**src/rtl/ext_gpio_pkg.sv**
```systemverilog
// ============================================================================
// Module   : ext_gpio_pkg
// Brief    : Shared register offsets, window size and register-select enum
//            for the ext_gpio_irq_ctl GPIO controller.
// Revision : 1.0 - initial release
// ============================================================================
`default_nettype none

package ext_gpio_pkg;

    localparam int GPIO_WINDOW_BYTES = 32;

    localparam logic [4:0] GPIO_OFS_IN      = 5'h00;
    localparam logic [4:0] GPIO_OFS_OUT     = 5'h04;
    localparam logic [4:0] GPIO_OFS_DIR     = 5'h08;
    localparam logic [4:0] GPIO_OFS_OUT_SET = 5'h0C;
    localparam logic [4:0] GPIO_OFS_OUT_CLR = 5'h10;
    localparam logic [4:0] GPIO_OFS_RISE_EN = 5'h14;
    localparam logic [4:0] GPIO_OFS_FALL_EN = 5'h18;
    localparam logic [4:0] GPIO_OFS_STATUS  = 5'h1C;

    typedef enum logic [2:0] {
        GPIO_REG_IN,
        GPIO_REG_OUT,
        GPIO_REG_DIR,
        GPIO_REG_OUT_SET,
        GPIO_REG_OUT_CLR,
        GPIO_REG_RISE_EN,
        GPIO_REG_FALL_EN,
        GPIO_REG_STATUS
    } gpio_reg_e;

    // Maps the word index (addr[4:2]) onto a register select.
    function automatic gpio_reg_e gpio_decode(input logic [2:0] word);
        case (word)
            GPIO_OFS_IN[4:2]:      return GPIO_REG_IN;
            GPIO_OFS_OUT[4:2]:     return GPIO_REG_OUT;
            GPIO_OFS_DIR[4:2]:     return GPIO_REG_DIR;
            GPIO_OFS_OUT_SET[4:2]: return GPIO_REG_OUT_SET;
            GPIO_OFS_OUT_CLR[4:2]: return GPIO_REG_OUT_CLR;
            GPIO_OFS_RISE_EN[4:2]: return GPIO_REG_RISE_EN;
            GPIO_OFS_FALL_EN[4:2]: return GPIO_REG_FALL_EN;
            GPIO_OFS_STATUS[4:2]:  return GPIO_REG_STATUS;
            default:               return GPIO_REG_IN;
        endcase
    endfunction

endpackage

`default_nettype wire

```
**src/rtl/gpio_sync_edge.sv**
```systemverilog
// ============================================================================
// Module   : gpio_sync_edge
// Brief    : Multi-stage input synchronizer; with GPIO_IRQ_EN defined also the
//            one-cycle history and enabled rise/fall edge vectors.
// Revision : 1.0 - initial release
// ============================================================================
`default_nettype none

module gpio_sync_edge #(
    parameter int WIDTH       = 32,
    parameter int SYNC_STAGES = 2
) (
    input  logic             clk,
    input  logic             rst,
    input  logic [WIDTH-1:0] i_async,
`ifdef GPIO_IRQ_EN
    input  logic [WIDTH-1:0] i_rise_en,
    input  logic [WIDTH-1:0] i_fall_en,
    output logic [WIDTH-1:0] o_rise,
    output logic [WIDTH-1:0] o_fall,
`endif
    output logic [WIDTH-1:0] o_sync
);

    // w_stage[0] is the raw pin, w_stage[k] the output of flop stage k.
    logic [SYNC_STAGES:0][WIDTH-1:0] w_stage;

    assign w_stage[0] = i_async;

    for (genvar gi = 0; gi < SYNC_STAGES; gi++) begin : g_sync_stage
        logic [WIDTH-1:0] r_q;

        always_ff @(posedge clk) begin
            if (rst) begin
                r_q <= '0;
            end else begin
                r_q <= w_stage[gi];
            end
        end

        assign w_stage[gi+1] = r_q;
    end

    assign o_sync = w_stage[SYNC_STAGES];

`ifdef GPIO_IRQ_EN
    logic [WIDTH-1:0] r_prev;

    always_ff @(posedge clk) begin
        if (rst) begin
            r_prev <= '0;
        end else begin
            r_prev <= o_sync;
        end
    end

    assign o_rise = o_sync & ~r_prev & i_rise_en;
    assign o_fall = ~o_sync & r_prev & i_fall_en;
`endif

endmodule

`default_nettype wire

```
**src/rtl/ext_gpio_irq_ctl.sv**
```systemverilog
// ============================================================================
// Module   : ext_gpio_irq_ctl
// Brief    : Memory-mapped GPIO controller with direction, atomic set/clear,
//            input synchronizer and, when GPIO_IRQ_EN is defined, per-pin
//            edge status with a level interrupt.
// Revision : 1.0 - initial release
// ============================================================================
`default_nettype none

module ext_gpio_irq_ctl
    import ext_gpio_pkg::*;
#(
    parameter int                    ADDR_WIDTH  = 32,
    parameter int                    DATA_WIDTH  = 32,
    parameter int                    GPIO_WIDTH  = 32,
    parameter logic [ADDR_WIDTH-1:0] BASE_ADDR   = 32'hf000_0000,
    parameter int                    SYNC_STAGES = 2
) (
    input  logic                  sys_clk,
    input  logic                  sys_rst,
    input  logic                  op,
    input  logic                  rw,
    input  logic [ADDR_WIDTH-1:0] addr,
    input  logic [DATA_WIDTH-1:0] data_w,
    output logic [DATA_WIDTH-1:0] data_r,
    input  logic [GPIO_WIDTH-1:0] gpio_in,
    output logic [GPIO_WIDTH-1:0] gpio_out,
    output logic [GPIO_WIDTH-1:0] gpio_oe,
    output logic                  irq
);

    localparam int c_win_lsb = $clog2(GPIO_WINDOW_BYTES);

    logic                  w_hit;
    logic                  w_wr;
    logic                  w_rd;
    gpio_reg_e             w_sel;
    logic [GPIO_WIDTH-1:0] w_wdata;
    logic [GPIO_WIDTH-1:0] w_sync;
    logic [GPIO_WIDTH-1:0] w_rd_pins;
    logic [DATA_WIDTH-1:0] w_rdata;
    logic                  w_unused_bits;

    logic [GPIO_WIDTH-1:0] r_out;
    logic [GPIO_WIDTH-1:0] r_dir;
    logic [DATA_WIDTH-1:0] r_data_r;

    assign w_hit   = (addr[ADDR_WIDTH-1:c_win_lsb] == BASE_ADDR[ADDR_WIDTH-1:c_win_lsb]);
    assign w_sel   = gpio_decode(addr[c_win_lsb-1:2]);
    assign w_wr    = op && rw && w_hit;
    assign w_rd    = op && !rw;
    assign w_wdata = data_w[GPIO_WIDTH-1:0];

    // Byte lane bits and data bits above the pin count carry no meaning.
    assign w_unused_bits = &{1'b0, addr[1:0], data_w};

`ifdef GPIO_IRQ_EN
    logic [GPIO_WIDTH-1:0] r_rise_en;
    logic [GPIO_WIDTH-1:0] r_fall_en;
    logic [GPIO_WIDTH-1:0] r_status;
    logic [GPIO_WIDTH-1:0] w_rise;
    logic [GPIO_WIDTH-1:0] w_fall;
    logic [GPIO_WIDTH-1:0] w_w1c;
`endif

    gpio_sync_edge #(
        .WIDTH      (GPIO_WIDTH),
        .SYNC_STAGES(SYNC_STAGES)
    ) u_sync_edge (
        .clk      (sys_clk),
        .rst      (sys_rst),
        .i_async  (gpio_in),
`ifdef GPIO_IRQ_EN
        .i_rise_en(r_rise_en),
        .i_fall_en(r_fall_en),
        .o_rise   (w_rise),
        .o_fall   (w_fall),
`endif
        .o_sync   (w_sync)
    );

    always_comb begin
        w_rd_pins = '0;
        if (w_hit) begin
            case (w_sel)
                GPIO_REG_IN:      w_rd_pins = w_sync;
                GPIO_REG_OUT:     w_rd_pins = r_out;
                GPIO_REG_DIR:     w_rd_pins = r_dir;
`ifdef GPIO_IRQ_EN
                GPIO_REG_RISE_EN: w_rd_pins = r_rise_en;
                GPIO_REG_FALL_EN: w_rd_pins = r_fall_en;
                GPIO_REG_STATUS:  w_rd_pins = r_status;
`endif
                default:          w_rd_pins = '0;
            endcase
        end
        w_rdata                 = '0;
        w_rdata[GPIO_WIDTH-1:0] = w_rd_pins;
    end

    always_ff @(posedge sys_clk) begin
        if (sys_rst) begin
            r_out    <= '0;
            r_dir    <= '0;
            r_data_r <= '0;
        end else begin
            if (w_rd) begin
                r_data_r <= w_rdata;
            end
            if (w_wr) begin
                case (w_sel)
                    GPIO_REG_OUT:     r_out <= w_wdata;
                    GPIO_REG_DIR:     r_dir <= w_wdata;
                    GPIO_REG_OUT_SET: r_out <= r_out | w_wdata;
                    GPIO_REG_OUT_CLR: r_out <= r_out & ~w_wdata;
                    default:          ;
                endcase
            end
        end
    end

`ifdef GPIO_IRQ_EN
    assign w_w1c = (w_wr && (w_sel == GPIO_REG_STATUS)) ? w_wdata : '0;

    // New edges are OR-ed in after the clear so a same-cycle edge survives.
    always_ff @(posedge sys_clk) begin
        if (sys_rst) begin
            r_rise_en <= '0;
            r_fall_en <= '0;
            r_status  <= '0;
        end else begin
            if (w_wr && (w_sel == GPIO_REG_RISE_EN)) begin
                r_rise_en <= w_wdata;
            end
            if (w_wr && (w_sel == GPIO_REG_FALL_EN)) begin
                r_fall_en <= w_wdata;
            end
            r_status <= (r_status & ~w_w1c) | w_rise | w_fall;
        end
    end

    assign irq = |r_status;
`else
    assign irq = 1'b0;
`endif

    assign data_r   = r_data_r;
    assign gpio_out = r_out;
    assign gpio_oe  = r_dir;

endmodule

`default_nettype wire

```
**config.mk**
```make
export PLATFORM = sky130hd
export DESIGN_NAME = ext_gpio_irq_ctl
export DESIGN_NICKNAME = d
export VERILOG_FILES = /design/src/rtl/ext_gpio_pkg.sv /design/src/rtl/gpio_sync_edge.sv /design/src/rtl/ext_gpio_irq_ctl.sv
export SDC_FILE = /design/constraint.sdc
export NUM_CORES = 1
export LEC_CHECK = 0
export BUFFER_PORTS_ARGS = -buffer_cell sky130_fd_sc_hd__clkbuf_2
export CAP_MARGIN = 10
export CORE_ASPECT_RATIO = 1.75
export CORE_MARGIN = 2
export CORE_UTILIZATION = 55
export CTS_CLUSTER_SIZE = 8
export DETAILED_ROUTE_END_ITERATION = 16
export GPL_ROUTABILITY_DRIVEN = 0
export PLACE_DENSITY = 0.88
export SETUP_SLACK_MARGIN = 0.5
export SYNTH_ARGS = -nofsm -noshare
export SYNTH_HDL_FRONTEND = slang
export SYNTH_SLANG_ARGS = --single-unit
```
**constraint.sdc**
```tcl
create_clock -name sys_clk -period 3.05 [get_ports sys_clk]
set_input_delay 0.1525 -clock sys_clk [delete_from_list [all_inputs] [get_ports sys_clk]]
set_output_delay 0.1525 -clock sys_clk [all_outputs]
set_load 0.005 [all_outputs]
```
* Word-level counts from Yosys, hierarchy flattened
Memory sizes are Yosys's and may differ from the RTL's. Index checks and enable logic that the tools add are counted.
Operators by class: equal/unequal tests 5, mux-type cells 3, bitwise gates (word level) 3, reduce and logical (&&, ||, !) cells 8
Operator list (count):
- one-hot mux 32 bit (3 select lines) | 2
- AND 32 bit | 1
- two-way mux 32 bit | 1
- inverter 32 bit | 1
- OR 32 bit | 1
- equality test 27 bit, second input constant | 1
- equality test 3 x 2 -> 1 bit, second input constant | 2
- AND reduction 2 bit | 2
- equality test 3 x 1 -> 1 bit, second input constant | 1
- equality test 3 bit, second input constant | 1
- logical AND 1 bit | 3
- logical NOT 3 bit | 1
- nonzero test 3 bit | 1
- logical NOT 1 bit | 1
Word-level totals: register bits 160, memory bits (read-only) 24, input port bits 100, output and inout bits 97, logic and storage cells 25, memories 1
Memory list:
- (name not given) | words 8, width 3, read ports 1, clocked after memory_dff 0, write ports 0, RTL line ext_gpio_pkg.sv:35 | case (word)

* Longest topological paths before layout
An unclocked memory read counts as a cell.
word-level depth 4, mapped depth 7, gate-level depth less buffers 4

* Hierarchy
From an unflattened synthesis, not the netlist that was laid out.
Unflattened totals: cells, all modules 680, area total of the unflattened synthesis 6791.5 um2
By module, submodules not included:
- ext_gpio_irq_ctl | instances 1, cells each 545, area an instance 4873.4 um2, seq. area each 1921.8 um2
- gpio_sync_edge | instances 1, cells each 135, area an instance 1918.1 um2, seq. area each 1281.2 um2

* Least setup slack after synthesis
OpenSTA, ideal clock, no wires.
kind input to register, start input port addr[10], end register r_out[10] (netlist: gpio_out[10]), library setup time 0.059 ns, arrival time 1.953 ns, data required time 2.991 ns, setup slack 1.039 ns, cell stages on the path 6, buffers on the path 2, path through or4_4 -> or4_4 -> buf_6 -> nor4_4 -> buf_6 -> a22o_1
On the way: word-level cells in the longest chain between the ends 3
RTL lines:
- start: declaration | RTL line ext_gpio_irq_ctl.sv:23 | input logic [ADDR_WIDTH-1:0] addr,
- equality test 27 bit | RTL line ext_gpio_irq_ctl.sv:48 | assign w_hit = (addr[ADDR_WIDTH-1:c_win_lsb] == BASE_ADDR[ADDR_WIDTH-1:c_win_lsb]);
- logical AND 1 bit | RTL line ext_gpio_irq_ctl.sv:50 | assign w_wr = op && rw && w_hit;
- AND reduction 2 bit (no source line)
- end signal: assignment | RTL line ext_gpio_irq_ctl.sv:112 | GPIO_REG_OUT: r_out <= w_wdata;
- end signal: assignment | RTL line ext_gpio_irq_ctl.sv:114 | GPIO_REG_OUT_SET: r_out <= r_out | w_wdata;
- end signal: assignment | RTL line ext_gpio_irq_ctl.sv:115 | GPIO_REG_OUT_CLR: r_out <= r_out & ~w_wdata;
- end: declaration | RTL line ext_gpio_irq_ctl.sv:44 | logic [GPIO_WIDTH-1:0] r_out;
Every way passes these cells. A chain may end at the register's enable or synchronous reset.

* Final worst setup path
start input port addr[10], end register r_out[9] (netlist: gpio_out[9])
The elaborated chain is that of the path after synthesis.

==> metrics.txt <==
# TYPE chip_impl_metric gauge
chip_impl_metric{name="synth-seq-cells",unit=""} 160
chip_impl_metric{name="count_of_yosys_warnings_during_synthesis",unit=""} 0
chip_impl_metric{name="placementRows",unit=""} 52
chip_impl_metric{name="synthCells",unit=""} 681
chip_impl_metric{name="dpl_worst_slack",unit="ps"} 681
chip_impl_metric{name="clock_sinks",unit=""} 160
chip_impl_metric{name="dieArea",unit="sq mm"} 0.0129
chip_impl_metric{name="area.sequential",unit="sq mm"} 0.00320
chip_impl_info{name="synth_area_leaders",value="sky130_fd_sc_hd__dfxtp_1 49%, sky130_fd_sc_hd__nor2b_1 9.2%, sky130_fd_sc_hd__nand4_1 6.2%, sky130_fd_sc_hd__a21oi_1 4.9%, sky130_fd_sc_hd__mux2i_1 4.9%"} 1
chip_impl_metric{name="synthMuxAreaShare",unit=""} 0.0486
chip_impl_metric{name="first_pass_iters",unit=""} 5
chip_impl_metric{name="grt.total_usage",unit=""} 0.327
chip_impl_metric{name="synth_fa_ha_area_frac",unit=""} 0
chip_impl_info{name="synth_flop_cell",value="sky130_fd_sc_hd__dfxtp_1"} 1
chip_impl_metric{name="insertedDiodeCount",unit=""} 0
chip_impl_info{name="setup.worst_path.end_class",value="flip-flop"} 1
chip_impl_metric{name="synth.top_cell.area_share",unit=""} 0.486
chip_impl_info{name="cp_cell_sequence",value="clkbuf_2 -> or4_4 -> or4_4 -> nor4_4 -> buf_4 -> a22o_1"} 1
chip_impl_metric{name="hold_depth",unit=""} 2
chip_impl_metric{name="synth.cell_area",unit="sq mm"} 0.00659
chip_impl_metric{name="slew_violations",unit=""} 0
chip_impl_info{name="holdCritPathClass",value="input pin to flip-flop"} 1
chip_impl_metric{name="path_clk_slew",unit="ps"} 60
chip_impl_metric{name="share_of_cells_above_drive_strength_1",unit=""} 0.285
chip_impl_metric{name="finalClockSkew",unit="ps"} 8.22
chip_impl_info{name="synth.most_common_cell",value="sky130_fd_sc_hd__dfxtp_1"} 1
chip_impl_metric{name="timing.reg2reg.setup_slack",unit="ps"} 1930
chip_impl_metric{name="max_freq",unit="GHz"} 0.504
chip_impl_metric{name="worst_ir_drop_vdd",unit="mV"} 0.420
chip_impl_info{name="worstSetupPathType",value="input pin to flip-flop"} 1
chip_impl_metric{name="synth-compound-area-share",unit=""} 0.215
chip_impl_metric{name="final.period_utilization",unit=""} 0.651
chip_impl_metric{name="io_port_bufs",unit=""} 193
chip_impl_metric{name="first_iter_violations",unit=""} 547
chip_impl_metric{name="route.detailed.wl_per_inst",unit="um"} 20.6
chip_impl_info{name="crit_path_frequent_cell",value="sky130_fd_sc_hd__or4_4"} 1
chip_impl_info{name="critical_path.reg2reg.endpoint",value="data_r[18]$_SDFFE_PP0P_"} 1
chip_impl_metric{name="timing_hold_violations_final",unit=""} 0
chip_impl_metric{name="synth.net_count",unit=""} 781
chip_impl_metric{name="final.setup.worst_slack",unit="ps"} 1070
chip_impl_metric{name="post_cts_buffers",unit=""} 0
chip_impl_metric{name="drt_wl_total",unit="um"} 21300
chip_impl_metric{name="remaining_drc_errors",unit=""} 0
chip_impl_metric{name="setup_total_negative_slack",unit="ps"} 0
chip_impl_info{name="worst_hold_startpoint",value="data_w[4]"} 1
chip_impl_metric{name="portion_of_the_post_synthesis_area_used_by_sequential_elements",unit=""} 0.486
chip_impl_metric{name="grt_antenna_before_repair",unit=""} 0
chip_impl_metric{name="dr_total_vias",unit=""} 6572
chip_impl_info{name="synth_top_area_cell",value="sky130_fd_sc_hd__dfxtp_1"} 1
chip_impl_metric{name="crit_path_max_incr_delay",unit="ps"} 790
chip_impl_info{name="outcome",value="completed"} 1
chip_impl_info{name="tritoncts",value="built"} 1
chip_impl_metric{name="syn-mean-instance-area",unit="sq um"} 9.67
chip_impl_metric{name="clock_latency",unit="ps"} 420
chip_impl_metric{name="fill_cell_instance_count_of_the_final_layout",unit=""} 754
chip_impl_metric{name="yosys.area_share.simple",unit=""} 0.198
chip_impl_metric{name="post_cts_hold_buffer_count",unit=""} 49
chip_impl_metric{name="cts_max_path_buffers",unit=""} 2
chip_impl_metric{name="post-place-cells",unit=""} 949
chip_impl_info{name="cpMaxStageDelayCell",value="sky130_fd_sc_hd__or4_4"} 1
chip_impl_metric{name="detailed_place_hpwl",unit="um"} 13300
chip_impl_metric{name="routed_via_density",unit=""} 6.38
chip_impl_metric{name="first_global_vias",unit=""} 6567
chip_impl_metric{name="cts_repair_resizes",unit=""} 0
chip_impl_metric{name="timing.critical_path.required",unit="ps"} 3410
chip_impl_metric{name="reported_max_cap_violation_count",unit=""} 0
chip_impl_metric{name="dpl-instance-area",unit="sq mm"} 0.00761
chip_impl_metric{name="design.final.nets",unit=""} 982
chip_impl_info{name="crit_path_start_kind",value="input pin"} 1
chip_impl_info{name="setup_repair_after_global_routing_missed_its_margin",value="false"} 1
chip_impl_metric{name="postLayoutCellArea",unit="sq mm"} 0.00874
chip_impl_info{name="timing.critical_path.from",value="addr[10]"} 1
chip_impl_info{name="combinational_family_with_the_most_area_after_synthesis",value="compound AO/OA/AOI/OAI gates"} 1
chip_impl_metric{name="stdcell_count",unit=""} 1030
chip_impl_metric{name="syn_to_final_growth",unit="%"} 32.8
chip_impl_info{name="hold_path_end",value="gpio_out[4]$_SDFFE_PP0P_"} 1
chip_impl_metric{name="antenna_left",unit=""} 0
chip_impl_metric{name="tritoncts.num_buffers",unit=""} 17
chip_impl_info{name="timing.rr.start",value="gpio_out[18]$_SDFFE_PP0P_"} 1
chip_impl_metric{name="yosys.area_share.xor_xnor",unit=""} 0
chip_impl_metric{name="post_synth_num_cell_types",unit=""} 29
chip_impl_metric{name="grt_pass1_wl",unit="um"} 33100
chip_impl_metric{name="max_slew_margin",unit=""} 0.644
chip_impl_metric{name="multi_input_logic_area",unit="sq mm"} 0.00308
chip_impl_metric{name="power_leakage",unit="nW"} 3.50
chip_impl_metric{name="grt_max_degree",unit=""} 88
chip_impl_metric{name="ff2ff_path_depth",unit=""} 4
chip_impl_metric{name="tightestPinTransition",unit="ps"} 534
chip_impl_metric{name="synth-edff-count",unit=""} 0
chip_impl_metric{name="floorplan.io_pins",unit=""} 197
chip_impl_info{name="ctsRootBufferMaster",value="sky130_fd_sc_hd__clkbuf_16"} 1
chip_impl_metric{name="gr-total-overflow",unit=""} 0
chip_impl_metric{name="tmin_final",unit="ps"} 1980
chip_impl_metric{name="cts_htree_levels",unit=""} 4
chip_impl_metric{name="die_height",unit="um"} 149
chip_impl_metric{name="die_w",unit="um"} 86.7
chip_impl_metric{name="timing.critical_path.arrival",unit="ps"} 2340
chip_impl_metric{name="core_region_area",unit="sq mm"} 0.0116
chip_impl_metric{name="setup_viol_count_final",unit=""} 0
chip_impl_info{name="synth_top_cells_by_count",value="160 x sky130_fd_sc_hd__dfxtp_1, 97 x sky130_fd_sc_hd__nor2b_1, 73 x sky130_fd_sc_hd__clkbuf_1"} 1
chip_impl_metric{name="p_per_area",unit="mW/mm^2"} 544
chip_impl_metric{name="critical_path_peak_fanout",unit=""} 33
chip_impl_metric{name="effective_utilization_at_floorplan",unit=""} 0.565
chip_impl_metric{name="async_reset_ff_frac",unit=""} 0
metrics by stage:
step,power (mW),util,hold WS (ps)
finish,4.76,0.751,13.9
global route,4.88,0.751,4.05
CTS,4.76,0.751,0.933
detailed placement,2.45,0.653,368
global placement,2.44,0.653,361
floorplan,2.32,-,278
logic make-up after synthesis:
family          Yosys count
other cells               1
mux                      32
simple gates            213
flops                   160
compound gates          194
buf+inv                  81
cell usage in the layout, fill, tap and decap left out, drive strengths merged, types with 3 or more instances in the layout:
| cell | Yosys | layout |
|---|---|---|
| o2bb2ai | 32 | 32 |
| dlygate4sd3 | 0 | 49 |
| bufinv | 0 | 4 |
| inv | 1 | 4 |
| a21oi | 64 | 64 |
| nor4 | 4 | 4 |
| nor2b | 97 | 97 |
| o2111ai | 32 | 32 |
| clkbuf | 73 | 213 |
| buf | 7 | 21 |
| nand2 | 34 | 34 |
| dfxtp | 160 | 160 |
| mux2i | 32 | 32 |
| a22o | 32 | 32 |
| o31ai | 32 | 32 |
| nand2b | 3 | 3 |
| nand4 | 65 | 65 |
layer usage:
metal / routed length (um) / share of wire / track usage
met1: 7660 / 0.36 / 0.361
met2: 11000 / 0.52 / 0.559
met3: 1400 / 0.066 / 0.0753
met4: 1160 / 0.054 / 0.198
met5: 0 / 0 / 0
worst max path at each step:
stage | end | cells past startpoint
final | gpio_out[9]$_SDFFE_PP0P_ | 6
after global routing | gpio_out[30]$_SDFFE_PP0P_ | 6
after CTS | gpio_out[9]$_SDFFE_PP0P_ | 6
after detailed placement | gpio_out[0]$_SDFFE_PP0P_ | 6
after global placement | gpio_out[4]$_SDFFE_PP0P_ | 6
after floorplan | gpio_out[10]$_SDFFE_PP0P_ | 6
sequential cells by signal (all words and copies together) (netlist names):
name / count
data_r: 32
u_sync_edge.o_sync: 32
gpio_out: 32
u_sync_edge.g_sync_stage.r_q: 32
gpio_oe: 32
critical path: cells and delay by family:
family / cells / cell delay (ps)
AOI/OAI and AO/OA: 1 / 200
buffers and inverters: 2 / 390
and+or+nand+nor: 3 / 1600
area by class of cell:
type                            count  share of cell area
Inverter                            1            0.000429
Multi-Input combinational cell    440               0.352
Tap cell                          135              0.0193
Timing Repair Buffer              262               0.188
Clock buffer                       21              0.0538
Sequential cell                   160               0.366
Clock inverter                     11              0.0200
where the power goes:
part / switching, mW / internal, mW
Combinational: 0.182 / 0.142
Sequential: 0.0109 / 2.13
Clock: 0.850 / 1.44
Note: power is estimated with default switching activity, not from simulation.
